===== config.mk =====
export PLATFORM = sky130hd
export DESIGN_NAME = uart_tx_ctrl
export DESIGN_NICKNAME = d
export VERILOG_FILES = /design/src/rtl/uart_tx_pkg.sv /design/src/rtl/uart_tx_serializer.sv /design/src/rtl/uart_tx_ctrl.sv
export SDC_FILE = /design/constraint.sdc
export NUM_CORES = 1
export LEC_CHECK = 0
export ABC_AREA = 1
export CORE_MARGIN = 5
export CORE_UTILIZATION = 47
export CTS_BUF_LIST = sky130_fd_sc_hd__clkbuf_4
export DETAILED_ROUTE_END_ITERATION = 7
export PLACE_DENSITY = 0.75
export SYNTH_ARGS = -nofsm -noshare
export SYNTH_HDL_FRONTEND = slang
export SYNTH_HIERARCHICAL = 1
export SYNTH_SLANG_ARGS = --single-unit

===== constraint.sdc =====
create_clock -name CLK -period 1.6 [get_ports CLK]
set_input_delay 0.32 -clock CLK [delete_from_list [all_inputs] [get_ports CLK]]
set_output_delay 0.32 -clock CLK [all_outputs]
set_load 0.02 [all_outputs]

===== src/rtl/uart_tx_pkg.sv =====
// uart_tx_pkg: shared FSM state encoding and serial line levels for the UART transmitter
package uart_tx_pkg;
  typedef enum logic [2:0] {
    IDLE   = 3'd0,
    START  = 3'd1,
    DATA   = 3'd2,
    PARITY = 3'd3,
    STOP   = 3'd4
  } state_t;
  localparam logic IDLE_LINE = 1'b1;
  localparam logic START_BIT = 1'b0;
  localparam logic STOP_BIT  = 1'b1;
endpackage


===== src/rtl/uart_tx_serializer.sv =====
// uart_tx_serializer: shadow data register and bit counter that present the next data bit to send
// ports: clk, rst_n (sync active-low), load (capture data), ser_en (high while in DATA),
//        data (word to capture), ser_bit (bit to drive on the next edge), ser_done (last data bit on the line)
module uart_tx_serializer #(
  parameter int DATA_WIDTH = 8,
  parameter int CNT_WIDTH  = 3
) (
  input  logic                  clk,
  input  logic                  rst_n,
  input  logic                  load,
  input  logic                  ser_en,
  input  logic [DATA_WIDTH-1:0] data,
  output logic                  ser_bit,
  output logic                  ser_done
);
  logic [DATA_WIDTH-1:0] shadow;
  logic [CNT_WIDTH-1:0]  cnt;
  logic [CNT_WIDTH-1:0]  nxt;
  assign ser_done = cnt == CNT_WIDTH'(DATA_WIDTH - 1);
  assign nxt      = ser_done ? CNT_WIDTH'(0) : cnt + CNT_WIDTH'(1);
  // outside DATA the counter sits at 0, so the START exit edge picks up bit 0
  assign ser_bit  = shadow[ser_en ? nxt : CNT_WIDTH'(0)];
  always_ff @(posedge clk) begin
    if (!rst_n) begin
      shadow <= '0;
      cnt    <= '0;
    end else begin
      if (load) shadow <= data;
      cnt <= ser_en ? nxt : '0;
    end
  end
endmodule


===== src/rtl/uart_tx_ctrl.sv =====
// uart_tx_ctrl: UART transmit FSM framing start, LSB-first data, optional parity and stop bits
// ports: CLK (baud clock), RST (sync active-low), P_DATA/Data_Valid/PAR_EN/par_bit (word in),
//        TX_OUT (serial line, idle high), busy (frame in progress)
// option: define UART_TX_TWO_STOP_EN for two stop bits
module uart_tx_ctrl
  import uart_tx_pkg::*;
#(
  parameter int DATA_WIDTH = 8,
  parameter int CNT_WIDTH  = 3
) (
  input  logic                  CLK,
  input  logic                  RST,
  input  logic [DATA_WIDTH-1:0] P_DATA,
  input  logic                  Data_Valid,
  input  logic                  PAR_EN,
  input  logic                  par_bit,
  output logic                  TX_OUT,
  output logic                  busy
);
  state_t state;
  logic   shadow_par;
  logic   shadow_pen;
  logic   ser_bit;
  logic   ser_done;
`ifdef UART_TX_TWO_STOP_EN
  logic   stop_cnt;
`endif
  uart_tx_serializer #(.DATA_WIDTH(DATA_WIDTH), .CNT_WIDTH(CNT_WIDTH)) u_ser (
    .clk      (CLK),
    .rst_n    (RST),
    .load     (state == IDLE && Data_Valid),
    .ser_en   (state == DATA),
    .data     (P_DATA),
    .ser_bit  (ser_bit),
    .ser_done (ser_done)
  );
  always_ff @(posedge CLK) begin
    if (!RST) begin
      state      <= IDLE;
      TX_OUT     <= IDLE_LINE;
      busy       <= 1'b0;
      shadow_par <= 1'b0;
      shadow_pen <= 1'b0;
`ifdef UART_TX_TWO_STOP_EN
      stop_cnt   <= 1'b0;
`endif
    end else begin
      case (state)
        IDLE: begin
          state      <= Data_Valid ? START : IDLE;
          TX_OUT     <= Data_Valid ? START_BIT : IDLE_LINE;
          busy       <= Data_Valid;
          shadow_par <= Data_Valid ? par_bit : shadow_par;
          shadow_pen <= Data_Valid ? PAR_EN : shadow_pen;
        end
        START: begin
          state  <= DATA;
          TX_OUT <= ser_bit;
        end
        DATA: begin
          state  <= !ser_done ? DATA : shadow_pen ? PARITY : STOP;
          TX_OUT <= !ser_done ? ser_bit : shadow_pen ? shadow_par : STOP_BIT;
        end
        PARITY: begin
          state  <= STOP;
          TX_OUT <= STOP_BIT;
        end
        STOP: begin
`ifdef UART_TX_TWO_STOP_EN
          // first STOP cycle holds the line high for one more bit
          state    <= stop_cnt ? IDLE : STOP;
          busy     <= !stop_cnt;
          stop_cnt <= !stop_cnt;
`else
          state    <= IDLE;
          busy     <= 1'b0;
`endif
          TX_OUT   <= IDLE_LINE;
        end
        default: begin
          state  <= IDLE;
          TX_OUT <= IDLE_LINE;
          busy   <= 1'b0;
        end
      endcase
    end
  end
endmodule


==> impl_metrics.env, run 1 <==
export IMPL_io_pins=15
export IMPL_tritoncts_clock_tree="yes"
export IMPL_max_slew_margin_pct=75.5
export IMPL_core_region_area_um2=1710
export IMPL_clock_input_transition_at_the_sequential_cells_of_the_worst_setup_and_hold_paths_ns=0.11
export IMPL_clock_fmax_ghz=0.619
export IMPL_grt_start_max_net_pins=17
export IMPL_number_of_global_route_vias_before_repair=790
export IMPL_layout_worst_path_cycle_share_pct=101
export IMPL_timing_reg2reg_worst_path_depth=11
export IMPL_placed_cell_area_um2=1080
export IMPL_p_comb_share_pct=23.7
export IMPL_wire_length_of_the_first_global_routing_pass_um=3090
export IMPL_max_cap_viols=0
export IMPL_relative_area_change_from_synthesis_to_final_layout_pct=42.3
export IMPL_synth_seq_cells=18
export IMPL_totalPowerFinal_mw=0.958
export IMPL_synth_simple_gate_area_share_pct=32.3
export IMPL_worstSetupStartpointType="flop"
export IMPL_rows=15
export IMPL_final_hold_violation_count=0
export IMPL_total_number_of_vias=811
export IMPL_required_ns=1.80
export IMPL_timing_rr_start="u_ser/cnt[0]$_SDFF_PN0_"
export IMPL_area_fraction_in_compound_gates_after_synthesis_pct=12.2
export IMPL_antenna_found_initial=0
export IMPL_mean_instance_size_in_the_synthesized_netlist_um2=7.24
export IMPL_critPathKind="flop to flop"
export IMPL_route_detailed_drc=0
export IMPL_status="complete, but fails checks"
export IMPL_design_die_area_um2=2710
export IMPL_gp_congestion=0.755
export IMPL_vdd_ir_drop_worst_mv=0.428
export IMPL_clock_sinks=18
export IMPL_pwr_density_nw_per_um2=809
export IMPL_internal_power_mw=0.681
export IMPL_insertedDiodeCount=0
export IMPL_route_detailed_vias_per_inst=4.89
export IMPL_detailed_place_hpwl_um=1380
export IMPL_floorplan_initialDensity_pct=48.7
export IMPL_cts_htree_levels=1
export IMPL_finalMaxSlewViolations=0
export IMPL_cellLeakagePower_nw=0.527
export IMPL_synthDistinctLibCells=19
export IMPL_numCtsBuffers=3
export IMPL_p_sw_share_pct=28.9
export IMPL_final_core_utilization_pct=69.3
export IMPL_cell_types_with_the_largest_area_share_after_synthesis="sky130_fd_sc_hd__dfxtp_1 43%, sky130_fd_sc_hd__nand2_1 9.5%, sky130_fd_sc_hd__nand3_1 7.8%"
export IMPL_die_h_um=52.1
export IMPL_fin_tns_setup_ns=-0.0148
export IMPL_pwr_share_seq_pct=51.9
export IMPL_power_net_switching_mw=0.277
export IMPL_final_hold_worst_slack_ns=0.468
export IMPL_setup_slack_of_the_critical_path_after_layout_ns=-0.0148
export IMPL_dominant_combinational_cell_family_by_area_after_synthesis="simple AND/OR/NAND/NOR gates"
export IMPL_top_library_cells_by_usage_in_the_layout_fill_and_taps_aside="19 x sky130_fd_sc_hd__nand2_1, 16 x sky130_fd_sc_hd__dfxtp_1, 16 x sky130_fd_sc_hd__inv_1"
export IMPL_synthXorXnorAreaFrac_pct=0
export IMPL_syn_num_nets=130
export IMPL_synth_mux_area_share_pct=0
export IMPL_layout_nets=157
export IMPL_ant_nets=0
export IMPL_netlist_instances=115
export IMPL_routed_wirelength_um=1840
export IMPL_synth_warnings=6
export IMPL_synth_adder_area_share_pct=3.01
export IMPL_wl_per_cell_um=11.1
export IMPL_clkPwrFrac_pct=24.4
export IMPL_crit_path_end="TX_OUT$_SDFF_PN1_"
export IMPL_cp_end_kind="flop"
export IMPL_worst_path_max_fanout=5
export IMPL_setup_violations=1
export IMPL_timing_worst_slew_pin_value_ns=0.367
export IMPL_worst_r2r_endpoint="TX_OUT$_SDFF_PN1_"
export IMPL_post_synthesis_cell_area_um2=832
export IMPL_failed_checks="setup timing"
export IMPL_dpl_worst_slack_ns=-0.0482
export IMPL_drt_first_iter_violations=17
export IMPL_dpl_cell_count=161
export IMPL_cts_path_max_buffers=2
export IMPL_drt_first_pass_iters=4
export IMPL_post_route_min_period_ns=1.61
export IMPL_io_buffers=14
export IMPL_top_area_cell_type_share_of_the_netlist_area_pct=43.3
export IMPL_layout_commonest_cell="sky130_fd_sc_hd__nand2_1"
export IMPL_worst_endpoint_arrival_ns=1.82
export IMPL_worst_setup_path_startpoint="u_ser/cnt[0]$_SDFF_PN0_"
export IMPL_synth_area_leader_cell="sky130_fd_sc_hd__dfxtp_1"
export IMPL_cts_root_buf="sky130_fd_sc_hd__clkbuf_4"
export IMPL_rsz0062_at_grt="yes"
export IMPL_fraction_of_final_layout_cells_with_drive_strength_greater_than_1_pct=23.4
export IMPL_layoutNonFillerInstCount=166
export IMPL_worst_skew_pair_late_latency_ns=0.29
export IMPL_worst_clock_skew_ns=0.00356
export IMPL_layout_cell_area_non_filler_um2=1180
export IMPL_fp_dieW_um=52.1
export IMPL_worst_hold_check_path_type="flop to flop"
export IMPL_grt_overflow_total=0
export IMPL_grt_total_usage_pct=15.7
export IMPL_ff2ff_setup_slack_ns=-0.01
export IMPL_seq_area_frac_synth_pct=43.3
[synth_stat cells]
master and n:
sky130_fd_sc_hd__nand2_1 21, sky130_fd_sc_hd__nor2_4 2, sky130_fd_sc_hd__nand2_2 2, sky130_fd_sc_hd__dfxtp_1 18
sky130_fd_sc_hd__or2_2 1, sky130_fd_sc_hd__clkinv_1 2, sky130_fd_sc_hd__nor3_2 1, sky130_fd_sc_hd__nor2_1 12
sky130_fd_sc_hd__o22ai_1 1, sky130_fd_sc_hd__nand3_4 1, sky130_fd_sc_hd__inv_1 16, sky130_fd_sc_hd__o21ai_0 8
sky130_fd_sc_hd__inv_2 1, sky130_fd_sc_hd__nor3_1 1, sky130_fd_sc_hd__buf_2 1, sky130_fd_sc_hd__a21oi_1 11
sky130_fd_sc_hd__nand4_1 1, sky130_fd_sc_hd__nand3_1 13, sky130_fd_sc_hd__ha_1 2
[layout make-up]
cell class / instances / area [um2]
Clock inverter: 1 / 3.75
Timing Repair Buffer: 23 / 223
Tap cell: 25 / 31.3
Sequential cell: 18 / 363
Clock buffer: 3 / 22.5
Inverter: 19 / 71.3
Fill cell: 142 / 524
Multi-Input combinational cell: 77 / 469
[worst min-delay path by stage]
stage	from	endpoint	slack, ns	cells after the start
6_report	u_ser/shadow[4]$_SDFFE_PN0P_	u_ser/shadow[4]$_SDFFE_PN0P_	0.47	2
5_1_grt	u_ser/shadow[4]$_SDFFE_PN0P_	u_ser/shadow[4]$_SDFFE_PN0P_	0.51	2
4_1_cts	u_ser/shadow[0]$_SDFFE_PN0P_	u_ser/shadow[0]$_SDFFE_PN0P_	0.47	2
3_5_place_dp	u_ser/shadow[0]$_SDFFE_PN0P_	u_ser/shadow[0]$_SDFFE_PN0P_	0.45	2
3_3_place_gp	u_ser/shadow[2]$_SDFFE_PN0P_	u_ser/shadow[2]$_SDFFE_PN0P_	0.44	2
2_1_floorplan	u_ser/shadow[7]$_SDFFE_PN0P_	u_ser/shadow[7]$_SDFFE_PN0P_	0.43	2
[cells by family (layout without fill, tap and decap cells)]
| logic type | Yosys count | after routing |
|---|---|---|
| and+or+nand+nor | 55 | 55 |
| AOI/OAI and AO/OA | 20 | 20 |
| buffers and inverters | 20 | 46 |
| DFF | 18 | 18 |
| adders and majority gates | 2 | 2 |
[power groups by stage]
stage | combinational [mW] | sequential (mW) | clock (mW)
2_1_floorplan | 0.109 | 0.516 | 0
3_3_place_gp | 0.196 | 0.504 | 0
3_5_place_dp | 0.200 | 0.506 | 0
4_1_cts | 0.222 | 0.496 | 0.243
5_1_grt | 0.251 | 0.501 | 0.269
6_report | 0.227 | 0.497 | 0.234
[state kept, by name (all words and copies together), names as in the netlist]
signal / flops
TX_OUT: 1
busy: 1
shadow_par: 1
shadow_pen: 1
state: 3
u_ser/cnt: 3
u_ser/shadow: 8
[critical path, stage by stage, from the launching register on]
cell	delay, ns
sky130_fd_sc_hd__dfxtp_2	0.35
sky130_fd_sc_hd__ha_4	0.16
sky130_fd_sc_hd__ha_4	0.16
sky130_fd_sc_hd__nor2_4	0.16
sky130_fd_sc_hd__nand3_2	0.12
sky130_fd_sc_hd__nand3_2	0.08
sky130_fd_sc_hd__nand2_1	0.05
sky130_fd_sc_hd__nand2_1	0.06
sky130_fd_sc_hd__nand2_1	0.06
sky130_fd_sc_hd__or2_4	0.22
sky130_fd_sc_hd__nand3_2	0.05
sky130_fd_sc_hd__nand2_1	0.04
[what timing repair did]
action | CTS | global route
setup buffers | 1 | 0
hold buffers | 0 | 0
resized for setup | 9 | 5
endpoints found under the setup margin | 1 | 2
pin swaps | 8 | 12
[per-layer routing]
layer  share of wire [%]  vias to the layer above  track usage, %
met4                 2.0                        0            8.73
li1                    -                      425               -
met3                 4.7                        7            4.01
met5                   0                        -               0
met2                  53                       23            28.2
met1                  40                      356            16.2
Note: power is estimated with default switching activity, not from simulation.
==> run 2, diff against run 1 <==
- SKIP_LAST_GASP: not set -> 1
==> results of run 2 <==
The final DEF is identical to that of run 1; final timing and power are the same.
==> variant: new RTL, config.mk and constraints of run 2 <==
Add a define of `UART_TX_TWO_STOP_EN`.
--- a/src/rtl/uart_tx_ctrl.sv
+++ b/src/rtl/uart_tx_ctrl.sv
@@ -2,6 +2,8 @@
 // ports: CLK (baud clock), RST (sync active-low), P_DATA/Data_Valid/PAR_EN/par_bit (word in),
 //        TX_OUT (serial line, idle high), busy (frame in progress)
 // option: define UART_TX_TWO_STOP_EN for two stop bits
+`define UART_TX_TWO_STOP_EN
+
 module uart_tx_ctrl
   import uart_tx_pkg::*;
 #(
Behaviour: no difference found for any inputs over 10 cycles, from zero or initial values and one cycle with RST low; that may be too few to reach the edited logic, so the function may still have changed.
==> variant against run 2 <==
The flow still finishes with violations (negative setup slack). Combinational power rose by 5%. Power grew 7.9%. Sequential cell count rose by 1. Global-route usage rose by 0.54 points. Count of clock-buffer cells in the layout up 1. Sequential power grew 5.6%. Cell count rose by 6.0%. Cell area rose by 4.8%. Area after synthesis rose by 8.1%. Setup slack got worse by 0.085 ns. Routed wire length increased by 3.7%.
==> variant: results (changes against run 2) <==
| Metric | Value |
|---|---|
| Synth cell count leaders | nand2_1, inv_1, dfxtp_1 |
| Post-synthesis compound-gate area fraction | 13.5% (+1.3 points) |
| Final core occ | 70.3% (+0.98 points) |
| Ys async rst share | 0% (unchanged) |
| Final WS setup | -0.0993 ns (-0.0846 ns) |
| Dpl ws | -0.0735 ns (-0.0252 ns) |
| Pwr dens | 833 nW/um^2 (+3.0%) |
| Synthesized instance count | 124 (+7.8%) |
| Final instance count without filler cells | 176 (+6.0%) |
| Biggest regs | u_ser/shadow (8), state (3), u_ser/cnt (3) |
| # clock sinks | 19 (+1) |
| Vias per cell | 4.72 (-3.5%) |
| Inverters, non-clock | 22 (+3) |
| Share of cells above drive strength 1 | 25.2% (+1.8 points) |
| Iteration-0 DRC Markers | 24 (+7) |
| Crit path DAT | 1.91 ns (+0.09 ns) |
| Seq/Total Area, Yosys | 42.3% (-1.0 points) |
| Layout net count | 167 (+6.4%) |
| Filler instances | 149 (+4.9%) |
| Setup-failing EPs final | 1 (unchanged) |
| RD Place Congestion | 0.781 (+3.4%) |
| Clock Pin Slew Worst Setup and Hold Paths | 0.11 ns (about the same) |
| Post_cts resized | 10 (+1) |
| Failing checks | negative setup slack |
| Worst-Margin Slew | 0.420 ns (+0.0537 ns) |
| VDD IR max | 0.657 mV (+54%) |
| Net Count, Synth | 139 (+6.9%) |
| Multi-input gates | 82 (+6.5%) |
| Post-detail-place hpwl | 1.30 mm (-5.8%) |
| Area grow syn2layout | 37.8% |
| Layout Skew | 0.00525 ns (+0.00169 ns) |
| Multi-input logic area | 495 sq um (+5.6%) |
| Global-route wire length before repair | 3.26 mm (+5.6%) |
| Status | finished with violations |
| Sum Neg Setup Slack | -0.0993 ns (-0.0846 ns) |
| Seq/total area | 30.9% (+0.22 points) |
| Top post-synthesis cells by area | dfxtp_1, nand2_1, inv_1 |
| WL final | 1.91 mm (+3.7%) |
| Number of clock buffers in the layout | 4 (+1) |
| Later-pin clock latency in the skew report | 0.31 ns (+0.02 ns) |
| Buffer share of cell area | 17.6% (-1.3 points) |
| Pleak | 0.581 nW (+10%) |
| Hold_ws | 0.460 ns (-0.00744 ns) |
| Vias in the first global route | 779 (-1.4%) |
| Number of non-clock buffers | 24 (+4.3%) |
| Adder-Cell Fraction of Synth Area | 2.78% (-0.23 points) |
[variant: kinds of logic after synthesis]
kind of cell	count (synthesis)
buf+inv	23
compound gates	23
fa+ha+maj	2
flops	19
simple gates	57
[variant: final timing paths]
check,start,end
min,u_ser/shadow[2],u_ser/shadow[2]
max reg2reg,u_ser/cnt[1],TX_OUT
max,u_ser/cnt[1],TX_OUT
min reg2reg,u_ser/shadow[2],u_ser/shadow[2]
[variant: power breakdown]
group / leakage [nW] / switching (mW) / internal, mW
Combinational: 0.405 / 0.131 / 0.108
Sequential: 0.157 / 0.0146 / 0.511
Clock: 0.0184 / 0.155 / 0.114
[variant: routing by layer]
metal | up-vias | global-route usage, % | share of wire [%]
li1 | 446 | - | -
met1 | 368 | 19.6 | 46
met2 | 11 | 25.2 | 48
met3 | 5 | 4.43 | 3.6
met4 | 0 | 10.2 | 2.5
met5 | - | 0 | 0
